File: src/rtl/vram_arbiter_if.sv
// Bus bundle for the VRAM arbiter: scanout read port, pixel write port,
// single-port VRAM command/data signals and the write starvation flag.
interface vram_arbiter_if #(
  parameter int ADDR_W = 15,
  parameter int DATA_W = 8
) ();

  // Scanout read port
  logic              rd_req;
  logic [ADDR_W-1:0] rd_addr;
  logic [DATA_W-1:0] rd_data;
  logic              rd_valid;

  // Pixel write port
  logic              wr_valid;
  logic              wr_ready;
  logic [ADDR_W-1:0] wr_addr;
  logic [DATA_W-1:0] wr_data;

  // VRAM port
  logic              mem_en;
  logic              mem_we;
  logic [ADDR_W-1:0] mem_addr;
  logic [DATA_W-1:0] mem_wdata;
  logic [DATA_W-1:0] mem_rdata;

  // Status
  logic              wr_starved;

  // Arbiter side
  modport slave (
    input  rd_req, rd_addr, wr_valid, wr_addr, wr_data, mem_rdata,
    output rd_data, rd_valid, wr_ready, mem_en, mem_we, mem_addr,
    output mem_wdata, wr_starved
  );

  // Requester / memory side
  modport master (
    output rd_req, rd_addr, wr_valid, wr_addr, wr_data, mem_rdata,
    input  rd_data, rd_valid, wr_ready, mem_en, mem_we, mem_addr,
    input  mem_wdata, wr_starved
  );

endinterface

File: src/rtl/vram_arbiter.sv
// Single-port VRAM arbiter. Scanout reads always win the port and return
// with a fixed latency; pixel writes are buffered in a small FIFO and drained
// into cycles without a read. A saturating counter flags a write buffer that
// has been waiting too long for a free slot.
module vram_arbiter #(
  parameter int ADDR_W       = 15,
  parameter int DATA_W       = 8,
  parameter int FIFO_DEPTH   = 4,
  parameter int STARVE_LIMIT = 64
) (
  input  logic           clk,
  input  logic           rst_n,
  vram_arbiter_if.slave  bus
);

  localparam int PTR_W = (FIFO_DEPTH > 1) ? $clog2(FIFO_DEPTH) : 1;
  localparam int CNT_W = PTR_W + 1;
  localparam int STV_W = $clog2(STARVE_LIMIT + 1);

  localparam logic [CNT_W-1:0] FULL_CNT   = CNT_W'(FIFO_DEPTH);
  localparam logic [STV_W-1:0] STARVE_MAX = STV_W'(STARVE_LIMIT);

  // Port command register states
  localparam logic [1:0] ST_IDLE = 2'd0;
  localparam logic [1:0] ST_RD   = 2'd1;
  localparam logic [1:0] ST_WR   = 2'd2;

  // Write buffer storage (data only, never reset)
  logic [ADDR_W-1:0] fifo_addr_q [FIFO_DEPTH];
  logic [DATA_W-1:0] fifo_data_q [FIFO_DEPTH];

  // FIFO control
  logic [PTR_W-1:0]  wr_ptr_q, wr_ptr_d;
  logic [PTR_W-1:0]  rd_ptr_q, rd_ptr_d;
  logic [CNT_W-1:0]  count_q, count_d;
  logic              push;
  logic              pop;
  logic              fifo_empty;

  // Port command register
  logic [1:0]        state_q, state_d;
  logic [ADDR_W-1:0] mem_addr_q, mem_addr_d;
  logic [DATA_W-1:0] mem_wdata_q, mem_wdata_d;

  // Read return stage
  logic [DATA_W-1:0] rd_data_q, rd_data_d;
  logic              rd_valid_q, rd_valid_d;

  // Starvation tracking
  logic [STV_W-1:0]  starve_cnt_q, starve_cnt_d;
  logic              wr_starved_q, wr_starved_d;

  // Readiness comes from the registered count only, so a pop in the same
  // cycle cannot be used to admit a push into a full buffer.
  assign fifo_empty   = (count_q == '0);
  assign bus.wr_ready = rst_n && (count_q < FULL_CNT);

  // FIFO push/pop decisions and pointer/count update
  always_comb begin
    push     = bus.wr_valid && bus.wr_ready;
    // Pop only entries already registered: no same-cycle bypass to the port.
    pop      = !bus.rd_req && !fifo_empty;
    wr_ptr_d = push ? (wr_ptr_q + PTR_W'(1)) : wr_ptr_q;
    rd_ptr_d = pop  ? (rd_ptr_q + PTR_W'(1)) : rd_ptr_q;
    count_d  = count_q + CNT_W'(push) - CNT_W'(pop);
  end

  // Arbitration: read wins, otherwise drain the FIFO head, otherwise idle
  always_comb begin
    state_d     = ST_IDLE;
    mem_addr_d  = mem_addr_q;
    mem_wdata_d = mem_wdata_q;
    if (bus.rd_req) begin
      state_d    = ST_RD;
      mem_addr_d = bus.rd_addr;
    end else if (pop) begin
      state_d     = ST_WR;
      mem_addr_d  = fifo_addr_q[rd_ptr_q];
      mem_wdata_d = fifo_data_q[rd_ptr_q];
    end
  end

  // Read return: VRAM data arrives the cycle after a read command
  always_comb begin
    rd_valid_d = (state_q == ST_RD);
    rd_data_d  = rd_valid_d ? bus.mem_rdata : rd_data_q;
  end

  // Starvation counter: counts cycles with a waiting entry and no drain
  always_comb begin
    starve_cnt_d = starve_cnt_q;
    if (fifo_empty || pop) begin
      starve_cnt_d = '0;
    end else if (starve_cnt_q != STARVE_MAX) begin
      starve_cnt_d = starve_cnt_q + STV_W'(1);
    end
    wr_starved_d = (starve_cnt_d == STARVE_MAX);
  end

  // Write buffer storage capture at the tail
  always_ff @(posedge clk) begin
    if (push) begin
      fifo_addr_q[wr_ptr_q] <= bus.wr_addr;
      fifo_data_q[wr_ptr_q] <= bus.wr_data;
    end
  end

  // State registers with synchronous active-low reset
  always_ff @(posedge clk) begin
    if (!rst_n) begin
      wr_ptr_q     <= '0;
      rd_ptr_q     <= '0;
      count_q      <= '0;
      state_q      <= ST_IDLE;
      mem_addr_q   <= '0;
      mem_wdata_q  <= '0;
      rd_data_q    <= '0;
      rd_valid_q   <= 1'b0;
      starve_cnt_q <= '0;
      wr_starved_q <= 1'b0;
    end else begin
      wr_ptr_q     <= wr_ptr_d;
      rd_ptr_q     <= rd_ptr_d;
      count_q      <= count_d;
      state_q      <= state_d;
      mem_addr_q   <= mem_addr_d;
      mem_wdata_q  <= mem_wdata_d;
      rd_data_q    <= rd_data_d;
      rd_valid_q   <= rd_valid_d;
      starve_cnt_q <= starve_cnt_d;
      wr_starved_q <= wr_starved_d;
    end
  end

  assign bus.mem_en     = (state_q != ST_IDLE);
  assign bus.mem_we     = (state_q == ST_WR);
  assign bus.mem_addr   = mem_addr_q;
  assign bus.mem_wdata  = mem_wdata_q;
  assign bus.rd_data    = rd_data_q;
  assign bus.rd_valid   = rd_valid_q;
  assign bus.wr_starved = wr_starved_q;

endmodule

File: src/flat_wrapper.sv
// flat-port wrapper written by rule: the top's interface ports become plain ports
module vram_arbiter_flat 
#(
  parameter int ADDR_W       = 15,
  parameter int DATA_W       = 8,
  parameter int FIFO_DEPTH   = 4,
  parameter int STARVE_LIMIT = 64
)
  (clk, rst_n, bus_rd_req, bus_rd_addr, bus_wr_valid, bus_wr_addr, bus_wr_data, bus_mem_rdata, bus_rd_data, bus_rd_valid, bus_wr_ready, bus_mem_en, bus_mem_we, bus_mem_addr, bus_mem_wdata, bus_wr_starved);
  vram_arbiter_if #(.ADDR_W(ADDR_W), .DATA_W(DATA_W)) bus_i ();
  input  logic clk;
  input  logic rst_n;
  input wire logic [$bits(bus_i.rd_req)-1:0] bus_rd_req;
  input wire logic [$bits(bus_i.rd_addr)-1:0] bus_rd_addr;
  input wire logic [$bits(bus_i.wr_valid)-1:0] bus_wr_valid;
  input wire logic [$bits(bus_i.wr_addr)-1:0] bus_wr_addr;
  input wire logic [$bits(bus_i.wr_data)-1:0] bus_wr_data;
  input wire logic [$bits(bus_i.mem_rdata)-1:0] bus_mem_rdata;
  output wire logic [$bits(bus_i.rd_data)-1:0] bus_rd_data;
  output wire logic [$bits(bus_i.rd_valid)-1:0] bus_rd_valid;
  output wire logic [$bits(bus_i.wr_ready)-1:0] bus_wr_ready;
  output wire logic [$bits(bus_i.mem_en)-1:0] bus_mem_en;
  output wire logic [$bits(bus_i.mem_we)-1:0] bus_mem_we;
  output wire logic [$bits(bus_i.mem_addr)-1:0] bus_mem_addr;
  output wire logic [$bits(bus_i.mem_wdata)-1:0] bus_mem_wdata;
  output wire logic [$bits(bus_i.wr_starved)-1:0] bus_wr_starved;
  assign bus_i.rd_req = bus_rd_req;
  assign bus_i.rd_addr = bus_rd_addr;
  assign bus_i.wr_valid = bus_wr_valid;
  assign bus_i.wr_addr = bus_wr_addr;
  assign bus_i.wr_data = bus_wr_data;
  assign bus_i.mem_rdata = bus_mem_rdata;
  assign bus_rd_data = bus_i.rd_data;
  assign bus_rd_valid = bus_i.rd_valid;
  assign bus_wr_ready = bus_i.wr_ready;
  assign bus_mem_en = bus_i.mem_en;
  assign bus_mem_we = bus_i.mem_we;
  assign bus_mem_addr = bus_i.mem_addr;
  assign bus_mem_wdata = bus_i.mem_wdata;
  assign bus_wr_starved = bus_i.wr_starved;
  vram_arbiter #(.ADDR_W(ADDR_W), .DATA_W(DATA_W), .FIFO_DEPTH(FIFO_DEPTH), .STARVE_LIMIT(STARVE_LIMIT)) u_core (.clk(clk), .rst_n(rst_n), .bus(bus_i));
endmodule
File: config.mk
export PLATFORM = sky130hd
export DESIGN_NAME = vram_arbiter_flat
export DESIGN_NICKNAME = d
export VERILOG_FILES = /design/src/rtl/vram_arbiter_if.sv /design/src/rtl/vram_arbiter.sv /design/src/flat_wrapper.sv
export SDC_FILE = /design/constraint.sdc
export NUM_CORES = 1
export LEC_CHECK = 0
export BUFFER_PORTS_ARGS = -buffer_cell sky130_fd_sc_hd__buf_2
export CAP_MARGIN = 40
export CORE_MARGIN = 4
export CORE_UTILIZATION = 55
export DETAILED_ROUTE_END_ITERATION = 8
export GPL_ROUTABILITY_DRIVEN = 0
export HOLD_SLACK_MARGIN = 0.12
export PLACE_DENSITY = 0.78
export SYNTH_ARGS = -nofsm -noshare
export SYNTH_HDL_FRONTEND = slang
export SYNTH_SLANG_ARGS = --single-unit
File: constraint.sdc
create_clock -name clk -period 3.1 [get_ports clk]
set_input_delay 0 -clock clk [delete_from_list [all_inputs] [get_ports clk]]
set_output_delay 0 -clock clk [all_outputs]
set_load 0.05 [all_outputs]
==> results of run 1 <==
==> worst max-delay path: stages (launching register included) <==
cell,delay (ns)
dfxtp_1,0.34
or3_1,0.48
nand2_8,0.16
inv_4,0.08
ha_1,0.28
inv_1,0.04
ha_1,0.18
fa_1,0.38
xnor2_1,0.22
xnor2_1,0.09
and2_1,0.16
==> stage by stage <==
| stage | worst slack (ns) | hold slack (ns) | instances |
|---|---|---|---|
| floorplan | 0.794 | 0.0989 | 372 |
| global placement | 0.725 | 0.210 | 579 |
| detailed placement | 0.630 | 0.220 | 580 |
| CTS | 0.576 | 0.214 | 701 |
| global route | 0.432 | 0.241 | 704 |
| finish | 0.587 | 0.238 | 704 |
==> metal layers <==
layer	track usage	vias up	routed length (um)
li1	-	1740	-
met1	0.285	1835	5040
met2	0.416	170	6740
met3	0.0570	33	882
met4	0.110	0	330
met5	0	-	0
==> worst max path at each step <==
stage                            from                 to  slack [ns]  cells after the start
global placement    u_core.count_q[1]  u_core.count_q[2]        0.73                     10
floorplan           u_core.count_q[1]  u_core.count_q[2]        0.79                     11
CTS                 u_core.count_q[1]  u_core.count_q[2]        0.58                     10
global route        u_core.count_q[1]  u_core.count_q[2]        0.43                     10
detailed placement  u_core.count_q[1]  u_core.count_q[2]        0.63                     10
finish              u_core.count_q[1]  u_core.count_q[2]        0.59                     10
==> flip-flops by register name, summed over array words and instances, names as in the netlist, named ones only <==
register and cells:
u_core.bus.mem_addr 15, u_core.bus.mem_wdata 8, u_core.bus.rd_data 8, u_core.bus.rd_valid 1, u_core.bus.wr_starved 1, u_core.count_q 3
u_core.fifo_addr_q 60, u_core.fifo_data_q 32, u_core.rd_ptr_q 2, u_core.starve_cnt_q 7, u_core.state_q 2, u_core.wr_ptr_q 2
==> area by class of cell <==
| cell class | instances | area (um2) | share of cell area |
|---|---|---|---|
| Multi-Input combinational cell | 200 | 1570 | 0.208 |
| Tap cell | 133 | 166 | 0.0222 |
| Clock buffer | 18 | 418 | 0.0556 |
| Timing Repair Buffer | 182 | 1380 | 0.183 |
| Sequential cell | 143 | 3780 | 0.504 |
| Clock inverter | 14 | 149 | 0.0198 |
| Inverter | 11 | 43.8 | 0.00583 |
| Antenna cell | 3 | 7.51 | 0.00100 |
==> cell families after synthesis <==
kind of cell    Yosys count  synth area share
fa+ha+maj                 9            0.0219
mux                      23            0.0944
compound gates           65            0.0679
flops                   143             0.689
buf+inv                  29            0.0262
simple gates             93            0.0841
xor+xnor                 10            0.0160
==> cells in the final DEF (no fill, tap or decap), drive strengths merged, types with 16 or more instances in the layout <==
cell type	count
a21boi	16
a21oi	31
buf	93
clkbuf	18
dfxtp	51
dlygate4sd3	89
edfxtp	92
mux4	23
nand2	54
o21ai	16
==> report_power, final <==
group	internal, W	switching (W)
clock network	0.00121	0.000743
logic	0.000583	0.000850
registers	0.00220	0.000139
==> flow_summary.toml, run 1 <==
[timing]
timing.fmax_mhz = 398
final_max_slew_viol_count = 0
period_share = 0.811
fin_skew_ns = 0.00861
slew_headroom = 0.490
setup_viol = 0
period_needed_ns = 2.51
hold_viol = 0
tightest_slew_ns = 0.764
rsz0062_at_grt = "no"
tns_ns = 0

[outcome]
status = "finished, final reports clean"

[finish]
final_nets = 614
drive_gt1_frac = 0.271
fin_util = 0.772
area_delta_synth_final_pct = 36.8
fin_area_um2 = 7510
fillers = 542

[setup_path]
arrival_ns = 2.92
rr_worst_depth = 10
path_max_fanout = 10
crit_type = "register to register"
r2r_start = "u_core.count_q[1]"
reg2reg_to = "u_core.count_q[2]"
cp_data_required_time_ns = 3.51
endpoint_kind = "register"
worstSetupStartpointType = "register"
r2r_slack_ns = 0.59

[floorplanning]
core_area_um2 = 9730
initial_core_util = 0.564
fp.dieH_um = 108
ios = 86
die_w_um = 108
die_area_um2 = 11600
rows = 36

[synthesis]
synth_fp_nets = 431
yosysWarnings = 0
synthTopCellsByCount = "edfxtp_1 (92), nand2_1 (52), dfxtp_1 (51)"
async_reset_ff_frac = 0
yosysTopAreaCell = "edfxtp_1"
netlist.area_leader.share = 0.503
synth_area_leaders = "edfxtp_1 (50%), dfxtp_1 (19%), mux4_2 (9.4%), nand2_1 (3.6%), a21oi_1 (2.7%)"
synthCells = 372
synth_ff_type = "edfxtp_1"
synth_seq_cells = 143
synth.distinct_cells = 39
synth_edf_count = 92
synth_most_common_cell = "edfxtp_1"
avgSynthCellArea_um2 = 14.8
ys_seq_area_frac = 0.689
syn-cell-area_um2 = 5490

[cts]
cts_root_buf = "clkbuf_8"
clk_latency_ns = 0.52
postCtsHoldBufs = 89
cts.repair.resized = 0
clockBufferDepth = 2
htree_levels = 4
cts-buffers-inserted = 17
cts_setup_buffers = 0
tritoncts = "done"
clk_pin_slew_ns = 0.06
cts_num_sinks = 143

[global_route]
track_usage = 0.241
grt_pass1_vias = 4047
grt_pass1_wl_um = 20800
antenna_found_initial = 3
overflow = 0
grt_max_degree = 43

[drt]
avgViaCountPerCell = 5.37
drt_iter0_markers = 264
drc_errors = 0
via_count = 3778
wl_per_cell_um = 18.5
drt-total-wl_um = 13000
firstDrtPassIters = 5
ant_nets = 0

[hold_path]
hold_path_end = "u_core.fifo_data_q[3][5]"
hp-class = "input port to register"
min_from = "bus_wr_data[5]"
min_path_cells = 2

[place]
place_area_um2 = 6040
dp_hpwl_um = 6980
port-buffer-count = 85

[power]
powerDensity_nw_per_um2 = 762
ir_drop_mv = 0.568
p_leak_nw = 2.89
total_power_w = 0.00572

[flow_run]
cap_viol_max_count = 0
Note: power is estimated with default switching activity, not from simulation.
==> run 2: changes to the inputs <==
CORE_UTILIZATION = 50   (was 55)
PLACE_DENSITY = 0.75   (was 0.78)
clock period = 2.24 ns   (was 3.1 ns; I/O delays follow)
==> run 2 against run 1 <==
Compared with the run above: die area increased by 9.2%; highest routed layer unchanged; via count increased by 3.2%; largest power group unchanged; count of clock-buffer cells in the layout increased by 2; critical path depth unchanged; sequential share of layout area decreased by 1.0 points; fmax increased by 16%; critical endpoint unchanged; non-clock buffer count increased by 11; flip-flop and latch count unchanged; worst setup slack got worse by 0.51 ns; combinational power increased by 52%.
==> flow_summary.toml, run 2 (synthesis results as in run 1) <==
[setup_path]
crit_path_top_delay_cell = "or3_4"
crit_chain = "or3_4 > nand2_8 > inv_8 > ha_4 > inv_2 > ha_4 > fa_2 > xnor2_2 > xnor2_1 > and2_1"
crit_top_cell = "ha_4"
endpoint_kind = "register"
worstSetupStartpointType = "register"
path_max_fanout = 2
cpPeakStageDelay_ns = 0.41
cp_data_required_time_ns = 2.65
arrival_ns = 2.57
crit_type = "register to register"
worst-path-buf-inv = 2
path_delay_family = "adder cells"

[cts]
clk_latency_ns = 0.52
clk_pin_slew_ns = 0.06
clockBufferDepth = 2
cts-buffers-inserted = 17
cts_num_sinks = 143
cts_setup_buffers = 0
cts_root_buf = "clkbuf_8"
htree_levels = 4
tritoncts = "done"

[flow_run]
cap_viol_max_count = 0

[finish]
max_flop_register = "u_core.fifo_addr_q"
area_delta_synth_final_pct = 39.7
final_common_cell = "edfxtp_1"
fillers = 607
fin_util = 0.729
drive_gt1_frac = 0.297
largest_register_ff_count = 60
fin_cells = 715
seqCellArea_um2 = 3780
final_nets = 625
multi_input_area_um2 = 1610
layout_common_cells = "edfxtp_1 (92), dlygate4sd3_1 (87), buf_2 (85)"
num_antenna_cells = 0

[power]
power_switching_w = 0.00248
ir_drop_mv = 0.678
powerDensity_nw_per_um2 = 1080
p_int_w = 0.00577
p_clk_frac = 0.350
netSwitchingFraction = 0.300
p_seq_frac = 0.386
p_leak_nw = 2.96
power.share.combinational = 0.264

[drt]
avgViaCountPerCell = 5.45
firstDrtPassIters = 5
ant_nets = 0
drc_errors = 0
drt_iter0_markers = 337
via_count = 3900
drt-total-wl_um = 14100
wl_per_cell_um = 19.7

[floorplanning]
fp.dieH_um = 113
rows = 37
ios = 86
die_w_um = 113
die_area_um2 = 12700
core_area_um2 = 10500
initial_core_util = 0.522

[timing]
period_needed_ns = 2.17
period_share = 0.967
timing.fmax_mhz = 462
tightest_slew_ns = 0.599
tns_ns = 0
final_max_slew_viol_count = 0
setup_viol = 0
hold_viol = 0
fin_skew_ns = 0.00971
rsz0062_at_grt = "no"
slew_headroom = 0.600
whs_ns = 0.234
final.setup.worst_slack_ns = 0.0735

[global_route]
grt_max_degree = 43
grt.busiest_layer = "met2"
grt_use_met2 = 0.403
met3_usage = 0.0513
met1_usage = 0.275
overflow = 0
grt_pass1_vias = 4196
grt_pass1_wl_um = 22100
antenna_found_initial = 0
track_usage = 0.231

[place]
dp.cells = 596
dp_slack_ns = -0.00193
port-buffer-count = 85
dp_hpwl_um = 7240

[outcome]
status = "finished, final reports clean"

[hold_path]
hp-class = "input port to register"
run 2: cell count changes in the layout (fill, tap and decap cells not counted), sizes merged:
cell,before,now
dlygate4sd3,89,87
clkbuf,18,20
buf,93,106
bufinv,3,4
diode,3,0
clkinvlp,2,1
clkinv,9,7
run 2: power by group through the flow:
stage | clock network [W] | logic, W | registers (W)
2_1_floorplan | 0 | 0.00115 | 0.00352
3_3_place_gp | 0 | 0.00190 | 0.00321
3_5_place_dp | 0 | 0.00193 | 0.00322
4_1_cts | 0.00286 | 0.00214 | 0.00317
5_1_grt | 0.00303 | 0.00233 | 0.00320
6_report | 0.00289 | 0.00218 | 0.00318
run 2: what timing repair did:
action                                  in CTS  in global routing
hold buffers                                87                  0
gates resized for setup                      1                  0
endpoints found under the hold margin      162                  0
endpoints found under the setup margin       1                  0
run 2: final cells by class:
cell class | count | area share
sequential | 143 | 0.494
multi-input combinational | 200 | 0.209
timing repair buffer | 193 | 0.190
clock buffer | 20 | 0.0568
tap | 136 | 0.0222
clock inverter | 12 | 0.0219
inverter | 11 | 0.00637
run 2: worst register-to-register path, stage by stage, from the launching register on:
cell and delay, ns:
dfxtp_2 0.32, or3_4 0.41, nand2_8 0.10, inv_8 0.03
ha_4 0.25, inv_2 0.03, ha_4 0.15, fa_2 0.37
xnor2_2 0.15, xnor2_1 0.12, and2_1 0.14
run 2: per-stage QoR:
stage,power (W),instance area [um2]
3_3_place_gp,0.00511,6190
6_report,0.00825,7670
5_1_grt,0.00856,7670
3_5_place_dp,0.00516,6190
2_1_floorplan,0.00468,5530
4_1_cts,0.00818,7670
run 2: path summary, 6_finish.rpt:
| kind | end | slack [ns] | depth (start not counted) | start |
|---|---|---|---|---|
| max | u_core.count_q[2] | 0.07 | 10 | u_core.count_q[0] |
| min | u_core.fifo_addr_q[3][9] | 0.23 | 2 | bus_wr_addr[9] |
| max reg2reg | u_core.count_q[2] | 0.07 | 10 | u_core.count_q[0] |
| min reg2reg | u_core.bus.mem_wdata[3] | 0.46 | 2 | u_core.bus.mem_wdata[3] |
run 2: metal layers:
layer  vias to the layer above  part of all wire
li1                       1747                 -
met1                      1929              0.39
met2                       180              0.53
met3                        44             0.055
met4                         0             0.032
met5                         -                 0
